$ cat config.mk
export PLATFORM = sky130hd
export DESIGN_NAME = uart_tx_arbiter
export DESIGN_NICKNAME = d
export VERILOG_FILES = /design/src/rtl/uart_pkg.sv /design/src/rtl/rr_pick.sv /design/src/rtl/uart_tx_arbiter.sv
export SDC_FILE = /design/constraint.sdc
export NUM_CORES = 1
export LEC_CHECK = 0
export BUFFER_PORTS_ARGS = -buffer_cell sky130_fd_sc_hd__buf_4
export CORE_UTILIZATION = 47
export CTS_CLUSTER_DIAMETER = 50
export CTS_CLUSTER_SIZE = 14
export DETAILED_ROUTE_END_ITERATION = 12
export PLACE_DENSITY = 0.81
export SKIP_LAST_GASP = 1
export SLEW_MARGIN = 20
export SYNTH_ARGS = -nofsm -noshare
export SYNTH_HDL_FRONTEND = slang
export SYNTH_SLANG_ARGS = --single-unit
$ cat constraint.sdc
create_clock -name clk -period 2.2 [get_ports clk]
set_input_delay 0.22 -clock clk [delete_from_list [all_inputs] [get_ports clk]]
set_output_delay 0.22 -clock clk [all_outputs]
set_load 0.02 [all_outputs]
$ cat src/rtl/uart_pkg.sv
// Shared UART definitions: default byte width and the TX arbiter FSM state encoding.
// Latency: n/a (types and constants only).
// Backpressure: n/a.
package uart_pkg;

  // Byte width shared by the transmitter, the receiver and the TX arbiter.
  localparam int UART_DATA_BITS = 8;

  typedef enum logic [1:0] {
    ST_IDLE  = 2'd0,
    ST_LOAD  = 2'd1,
    ST_START = 2'd2,
    ST_DRAIN = 2'd3
  } arb_state_t;

endpackage

$ cat src/rtl/rr_pick.sv
// Round-robin search: first requesting index at or after ptr_i, wrapping modulo N.
// Latency: purely combinational.
// Backpressure: none; found_o low when no request is set.
//
// Ports:
//   req_i   [N-1:0]  request vector
//   ptr_i   [IW-1:0] highest-priority index (must be < N)
//   idx_o   [IW-1:0] winning index (0 when found_o is low)
//   found_o          at least one request present
module rr_pick #(
  parameter int N  = 4,
  parameter int IW = (N > 1) ? $clog2(N) : 1
) (
  input  logic [N-1:0]  req_i,
  input  logic [IW-1:0] ptr_i,
  output logic [IW-1:0] idx_o,
  output logic          found_o
);

  // One spare bit so ptr + offset never overflows before the modulo fold.
  logic [IW:0] cand;

  always_comb begin
    idx_o   = '0;
    found_o = 1'b0;
    cand    = '0;
    for (int off = 0; off < N; off++) begin
      cand = {1'b0, ptr_i} + (IW+1)'(off);
      // Fold back explicitly so a non power-of-two N never yields index N.
      if (cand >= (IW+1)'(N)) begin
        cand = cand - (IW+1)'(N);
      end
      if (!found_o && req_i[cand[IW-1:0]]) begin
        found_o = 1'b1;
        idx_o   = cand[IW-1:0];
      end
    end
  end

endmodule

$ cat src/rtl/uart_tx_arbiter.sv
// Round-robin arbiter sharing one UART transmitter among N_SRC AXIS byte sources; grant held per packet or MAX_BEATS bytes.
// Latency: tvalid in IDLE -> s_tready next cycle; handshake -> tx_start next cycle; next byte 1 cycle after tx_busy falls.
// Backpressure: s_tready of the granted source only, and only while LOAD sees tx_busy low; other sources wait for IDLE.
//
// Ports:
//   clk, rst               clock, asynchronous active-high reset
//   s_tdata/s_tvalid/s_tlast/s_tready  per-source AXIS byte streams (source i at [i*DATA_BITS +: DATA_BITS])
//   tx_data, tx_start      byte and one-cycle start pulse to the transmitter
//   tx_busy                transmitter busy, rises the cycle after tx_start
//   grant_id, grant_active currently granted source, grant held
module uart_tx_arbiter
  import uart_pkg::*;
#(
  parameter int N_SRC     = 4,
  parameter int DATA_BITS = UART_DATA_BITS,
  parameter int MAX_BEATS = 16
) (
  input  logic                       clk,
  input  logic                       rst,
  input  logic [N_SRC*DATA_BITS-1:0] s_tdata,
  input  logic [N_SRC-1:0]           s_tvalid,
  input  logic [N_SRC-1:0]           s_tlast,
  output logic [N_SRC-1:0]           s_tready,
  output logic [DATA_BITS-1:0]       tx_data,
  output logic                       tx_start,
  input  logic                       tx_busy,
  output logic [$clog2(N_SRC)-1:0]   grant_id,
  output logic                       grant_active
);

  localparam int IW = $clog2(N_SRC);
  localparam int BW = $clog2(MAX_BEATS + 1);
  localparam logic [BW-1:0] LAST_BEAT = BW'(MAX_BEATS - 1);
  localparam logic [IW-1:0] LAST_SRC  = IW'(N_SRC - 1);

  arb_state_t           state_q, state_d;
  logic [IW-1:0]        grant_q, grant_d;
  logic [IW-1:0]        rr_ptr_q, rr_ptr_d;
  logic [BW-1:0]        beat_q, beat_d;
  logic                 last_q, last_d;
  logic [DATA_BITS-1:0] tx_data_q, tx_data_d;

  logic [IW-1:0]        pick_idx;
  logic                 pick_found;
  logic                 sel_vld;
  logic                 sel_last;
  logic [DATA_BITS-1:0] sel_dat;
  logic                 hs;

  rr_pick #(
    .N  (N_SRC),
    .IW (IW)
  ) u_pick (
    .req_i   (s_tvalid),
    .ptr_i   (rr_ptr_q),
    .idx_o   (pick_idx),
    .found_o (pick_found)
  );

  // Data mux for the granted source.
  always_comb begin
    sel_vld  = 1'b0;
    sel_last = 1'b0;
    sel_dat  = '0;
    for (int i = 0; i < N_SRC; i++) begin
      if (grant_q == IW'(i)) begin
        sel_vld  = s_tvalid[i];
        sel_last = s_tlast[i];
        sel_dat  = s_tdata[i*DATA_BITS +: DATA_BITS];
      end
    end
  end

  assign hs = (state_q == ST_LOAD) && sel_vld && !tx_busy;

  // State register.
  always_ff @(posedge clk or posedge rst) begin
    if (rst) begin
      state_q <= ST_IDLE;
    end else begin
      state_q <= state_d;
    end
  end

  // Next-state logic.
  always_comb begin
    state_d = state_q;
    case (state_q)
      ST_IDLE:  if (pick_found) state_d = ST_LOAD;
      ST_LOAD:  if (hs)         state_d = ST_START;
      ST_START:                 state_d = ST_DRAIN;
      ST_DRAIN: if (!tx_busy)   state_d = last_q ? ST_IDLE : ST_LOAD;
      default:                  state_d = ST_IDLE;
    endcase
  end

  // Grant, beat counter, release flag, byte register and round-robin pointer.
  always_comb begin
    grant_d   = grant_q;
    rr_ptr_d  = rr_ptr_q;
    beat_d    = beat_q;
    last_d    = last_q;
    tx_data_d = tx_data_q;

    if ((state_q == ST_IDLE) && pick_found) begin
      grant_d = pick_idx;
      beat_d  = '0;
    end

    if (hs) begin
      tx_data_d = sel_dat;
      // tlast and the beat limit on the same beat collapse into one release.
      last_d    = sel_last || (beat_q == LAST_BEAT);
      // Cannot pass MAX_BEATS: the limit beat always forces a release.
      beat_d    = beat_q + 1'b1;
    end

    if ((state_q == ST_DRAIN) && !tx_busy && last_q) begin
      rr_ptr_d = (grant_q == LAST_SRC) ? '0 : grant_q + 1'b1;
    end
  end

  always_ff @(posedge clk or posedge rst) begin
    if (rst) begin
      grant_q   <= '0;
      rr_ptr_q  <= '0;
      beat_q    <= '0;
      last_q    <= 1'b0;
      tx_data_q <= '0;
    end else begin
      grant_q   <= grant_d;
      rr_ptr_q  <= rr_ptr_d;
      beat_q    <= beat_d;
      last_q    <= last_d;
      tx_data_q <= tx_data_d;
    end
  end

  // Outputs decoded from registered state only.
  always_comb begin
    s_tready = '0;
    for (int i = 0; i < N_SRC; i++) begin
      s_tready[i] = (state_q == ST_LOAD) && !tx_busy && (grant_q == IW'(i));
    end
    tx_start     = (state_q == ST_START);
    grant_active = (state_q != ST_IDLE);
  end

  assign tx_data  = tx_data_q;
  assign grant_id = grant_q;

endmodule

# ---- Yosys cells after proc, flatten, opt, wreduce, memory -nomap -nowiden
# Cells that the tools add are included.
dict set report totals {
  register_bits 20
  latch_bits 0
  mem_bits_rw 0
  rom_bits 0
  inputBits 43
  memories 0
}
dict set report op_classes {
  n_addsub 9
  n_mul 0
  div_mod_pow 0
  order_cmp 8
  eq_ne 10
  n_shift 0
  mux 40
  n_bitwise 0
  reduce_logical 23
}
# cell count
set ops {}
lappend ops {{$mux W8} 4}
lappend ops {{$mux W2} 12}
lappend ops {{$mux W1} 17}
lappend ops {{$logic_and A1 B1 Y1} 13}
lappend ops {{$lt A2 B3 Y1 const B} 4}
lappend ops {{$mux W5} 2}
lappend ops {{$ge A3 B3 Y1 const B} 3}
lappend ops {{$bmux W1 S2} 4}
lappend ops {{$eq A2 B2 Y1 const B} 4}
lappend ops {{$pmux W2 S4} 1}
lappend ops {{$sub A2 B1 Y2 const B} 4}
lappend ops {{$add A2 B2 Y3 const B} 2}
lappend ops {{$ne A2 B2 Y1 const B} 3}
lappend ops {{$add A5 B1 Y5 const B} 1}
lappend ops {{$eq A5 B4 Y1 const B} 1}
lappend ops {{$eq A2 B1 Y1 const B} 2}
lappend ops {{$logic_not A1 Y1} 4}
lappend ops {{$logic_not A2 Y1} 2}
lappend ops {{$reduce_bool A2 Y1} 2}
lappend ops {{$add A2 B1 Y3 const B} 1}
lappend ops {{$ge A2 B3 Y1 const B} 1}
lappend ops {{$reduce_and A3 Y1} 1}
lappend ops {{$add A2 B1 Y2 const B} 1}
lappend ops {{$logic_or A1 B1 Y1} 1}

# ---- Depth between registers and ports, before layout
dict set report logic_depth {
  depth_word 17
  ltp_mapped 8
}

# ---- Modules after synthesis
# Synthesis repeated with hierarchy kept, for this count alone.
dict set report hier_totals {
  hier_cells 173
  area_unflattened_um2 1527.7
}
# module instances cells_each area_per_inst_um2 seq_area_each_um2
set by_module_without_submodules {}
lappend by_module_without_submodules {uart_tx_arbiter 1 158 1450.1 500.5}
lappend by_module_without_submodules {rr_pick 1 15 77.6 0.0}

# ---- Worst setup path after synthesis
# Ideal clock, no wire load.
dict set report synth_path {
  kind {register to register}
  startpoint {register grant_q[0] (netlist: grant_id[0])}
  endpoint {register last_q}
  setup_ns 0.132
  t_arrival_ns 1.739
  slack_ns 0.329
  path_stages_with_launch 9
  path_buffers 1
  period_less_slack_ns 1.871
  cell_sequence {dfrtp_1 -> inv_1 -> ha_1 -> nor2b_1 -> clkbuf_1 -> a221oi_1 -> nor3_1 -> a2111oi_0 -> nor2_1}
}
dict set report synth_between {
  elab_chain_cells 7
}
# item line_no
set synth_lines {}
lappend synth_lines {{from (decl)} uart_tx_arbiter.sv:37} ;# logic [IW-1:0] grant_q, grant_d;
lappend synth_lines {{from (signal assigned)} uart_tx_arbiter.sv:131} ;# grant_q <= grant_d;
lappend synth_lines {{$logic_not A2 Y1} uart_tx_arbiter.sv:66} ;# if (grant_q == IW'(i)) begin
lappend synth_lines {{$mux W1 (4 in a row)} uart_tx_arbiter.sv:66}
lappend synth_lines {{$logic_and A1 B1 Y1 (2 in a row)} uart_tx_arbiter.sv:74} ;# assign hs = (state_q == ST_LOAD) && sel_vld && !tx_busy;
lappend synth_lines {{to (signal assigned)} uart_tx_arbiter.sv:134} ;# last_q <= last_d;
lappend synth_lines {{to (decl)} uart_tx_arbiter.sv:40} ;# logic last_q, last_d;
# Parallel ways exist; a longest one is shown, timed or not.
# A chain may end at the register's enable or synchronous reset.

# ---- Final worst setup path
dict set report layout_path {
  startpoint {register grant_q[0] (netlist: grant_id[0])}
  endpoint {register state_q[1]}
}
dict set report layout_between {
  elab_chain_cells 9
}
# item line_no
set layout_lines {}
lappend layout_lines {{$logic_not A2 Y1} uart_tx_arbiter.sv:66}
lappend layout_lines {{$mux W1 (3 in a row)} uart_tx_arbiter.sv:66}
lappend layout_lines {{$mux W1 (*)} uart_tx_arbiter.sv:66}
lappend layout_lines {{$logic_and A1 B1 Y1 (*) (2 in a row)} uart_tx_arbiter.sv:74}
lappend layout_lines {{$ne A2 B2 Y1 (no line) (*)} --}
lappend layout_lines {{$reduce_and A3 Y1 (no line) (*)} --}
lappend layout_lines {{to (signal assigned)} uart_tx_arbiter.sv:81} ;# state_q <= state_d;
lappend layout_lines {{to (decl)} uart_tx_arbiter.sv:36} ;# arb_state_t state_q, state_d;
# Every way passes the cells marked *; elsewhere a longest branch is shown, timed or not.

==> flow_summary_export.csv <==
group,metric,value,unit
critical_path,worstSetupPathType,"reg -> reg",
global_route,grt_max_degree,21,
cts,post_cts_resized,0,
critical_path,r2r-start,"grant_id[0]",
synthesis,synth_largest_area_cell,"dfrtp_1",
placement,dp_cells,251,
drt,wl,3676,um
cts,numCtsBuffers,3,
synthesis,synth_area,1386,um2
synthesis,yosys_warnings,0,
synthesis,synth-seq-cells,20,
timing,tightest_slew,784.0,ps
timing,finalWorstSetupSlack,116.5,ps
synthesis,synth_xor_area_share,0,%
synthesis,ys.flop_type,"dfrtp_1",
outcome,outcome,"complete, no violations",
cts,clockBufferDepth,2,
cts,cts.sinks,20,
pwr,switchingPower,0.9837,mW
critical_path,ff2ff_setup_slack,120,ps
synthesis,synthCells,166,
synthesis,synthMuxAreaShare,1.625,%
cts,clock_latency,310,ps
pwr,p_total,2.234,mW
floorplanning,initial_core_util,49.84,%
critical_path,end_kind,"flip-flop",
floorplanning,chipHeight,56.31,um
timing,period_needed,2083,ps
drt,drt_pre_antenna_iters,4,
synthesis,synth-async-reset-ratio,100.0,%
cts,tritoncts,"yes",
pwr,clock_power_share,14.0,%
placement,gp_congestion,0.8429,
final_layout,layout-drive-gt1-share,32.14,%
final_layout,nNetsFinal,278,
placement,dpl.hpwl,2857,um
synthesis,synth_edf_count,0,
synthesis,yosysSeqAreaShare,36.10,%
cts,ctsHoldBuffers,0,
cts,h-tree-depth,1,
global_route,grt_antenna_before_repair,0,
synthesis,synth-simple-area-share,24.46,%
synthesis,avgSynthCellArea,8.351,um2
pwr,pwr-share-seq,27.5,%
synthesis,synth-compound-area-share,23.47,%
timing,fin_setup_tns,0,ps
floorplanning,rows,19,
final_layout,final_cell_mix,"62 x buf_4, 20 x dfrtp_1, 15 x nand2_1",
critical_path,ff2ff_path_depth,7,
floorplanning,die_area,3171,um2
final_layout,diodes,0,
placement,port_buffers,58,
floorplanning,core,2781,um2
pwr,ir_worst_vdd,0.8806,mV
drt,drt_iter0_markers,72,
timing,max_freq,480.0,MHz
final_layout,fin_cells,255,
floorplanning,design.portCount,59,
critical_path,crit_arrival,2290,ps
final_layout,areaGrowthSynthToFinish,38.00,%
global_route,grt_pass1_vias,1382,
synthesis,syn_nets,219,
pwr,power_frac_comb,58.5,%
timing,holdWs,35.15,ps
floorplanning,dieWidth,56.31,um
placement,place_ws,145.2,ps
synthesis,netlist-cell-type-count,34,
drt,via_per_inst,5.816,
timing,slew_headroom,47.68,%
timing,setup_violations,0,
critical_path,cp-start-kind,"flip-flop",
cts,ctsRootBufferMaster,"clkbuf_4",
pwr,swShare,44.04,%
synthesis,synth_top_family_by_area,"simple AND/OR/NAND/NOR gates",
pwr,p_int,1.250,mW
synthesis,synth_area_leaders,"dfrtp_1 36%, ha_1 9.0%, a221oi_1 6.9%",
global_route,grt_usage,23.49,%
cts,post_cts_buffers,0,
min_path,hp-class,"in -> async",
critical_path,path_max_fanout,19,
drt,drc_errors,0,
timing,drv_slew,0,
drt,num_vias,1483,
cts,clk_pin_slew,130,ps
critical_path,r2r-end,"state_q[1]",
timing,skew,4.578,ps
final_layout,final_common_cell,"buf_4",
global_route,grt-ovfl-total,0,
synthesis,synth_top_area_share,36.10,%
drt,routedWlPerCell,14.42,um
final_layout,seq_area,500.5,um2
synthesis,synthAdderAreaFrac,9.025,%
flow_run,cap_violations,0,
final_layout,multi_input_area,814.5,um2
pwr,leakage,0.9507,nW
critical_path,cp.required,2410,ps
global_route,grt_pass1_wl,5899,um
timing,hold_viol,0,
pwr,p_per_area,1168,nW/um2
timing,post-route-period-util,94.70,%
drt,ant_nets,0,
final_layout,fill_cells,237,
-- stage by stage --
step,area [um2],utilization (%)
6_report,1913,68.78
5_1_grt,1913,68.78
4_1_cts,1911,68.69
3_5_place_dp,1858,66.80
3_3_place_gp,1858,66.80
2_1_floorplan,1386,-
-- power by group through the flow --
stage,Combinational [mW],Clock [mW],Sequential (mW)
after detailed placement,1.29,0,0.621
final,1.31,0.313,0.615
after CTS,1.30,0.314,0.612
after floorplan,0.785,0,0.690
after global placement,1.25,0,0.609
after global routing,1.43,0.334,0.630
-- worst max path at each step --
stage / startpoint / endpoint / slack (ps) / cells after the start
2_1_floorplan: grant_id[0] / last_q / 330 / 8
3_3_place_gp: grant_id[0] / state_q[1] / 250 / 7
3_5_place_dp: grant_id[0] / state_q[1] / 150 / 7
4_1_cts: grant_id[0] / state_q[1] / 130 / 7
5_1_grt: grant_id[0] / state_q[1] / -4 / 7
6_report: grant_id[0] / state_q[1] / 120 / 7
-- cells by family (layout without fill, tap and decap cells) --
| group | after synthesis | in the layout |
|---|---|---|
| and+or+nand+nor | 68 | 68 |
| adders and majority gates | 10 | 10 |
| buffers and inverters | 19 | 77 |
| DFF | 20 | 20 |
| AOI/OAI and AO/OA | 47 | 47 |
| muxes | 2 | 2 |
-- flip-flops by register name, summed over array words and instances (netlist names) --
name,flops
last_q,1
grant_id,2
beat_q,5
tx_data,8
rr_ptr_q,2
state_q,2
-- cell type report --
| class | count | share of cell area (%) |
|---|---|---|
| tap | 31 | 2.027 |
| sequential | 20 | 26.16 |
| clock buffer | 3 | 1.177 |
| clock inverter | 1 | 1.570 |
| multi-input combinational | 127 | 42.58 |
| timing repair buffer | 62 | 24.33 |
| inverter | 11 | 2.158 |
-- routing by layer --
metal  up-vias  share of wire, %  track usage (%)  wire length [um]
li1        719                 -                -                 -
met5         -                 0                0                 0
met3         5               5.5            3.687               203
met1       708                43            29.67              1578
met2        51                50            39.63              1856
met4         0               1.0            10.45                38
-- cell usage after synthesis (2+ instances only) --
master,instances
a21oi_1,10
a221oi_1,11
and2_1,5
and3_1,3
buf_2,2
clkbuf_1,6
dfrtp_1,20
ha_1,10
inv_1,10
nand2_1,15
nand2b_1,2
nand3_1,9
nand3b_1,3
nor2_1,14
nor2b_1,3
nor3_1,11
o21ai_0,13
o21ai_1,2
o31ai_1,2
-- worst max-delay path: stages, from the launching register on --
cell	delay, ps
dfrtp_1	460
inv_1	110
ha_1	270
inv_2	140
o311a_4	390
nand2_4	170
a21oi_1	110
mux2_1	320
(Power assumes the default switching activity.)
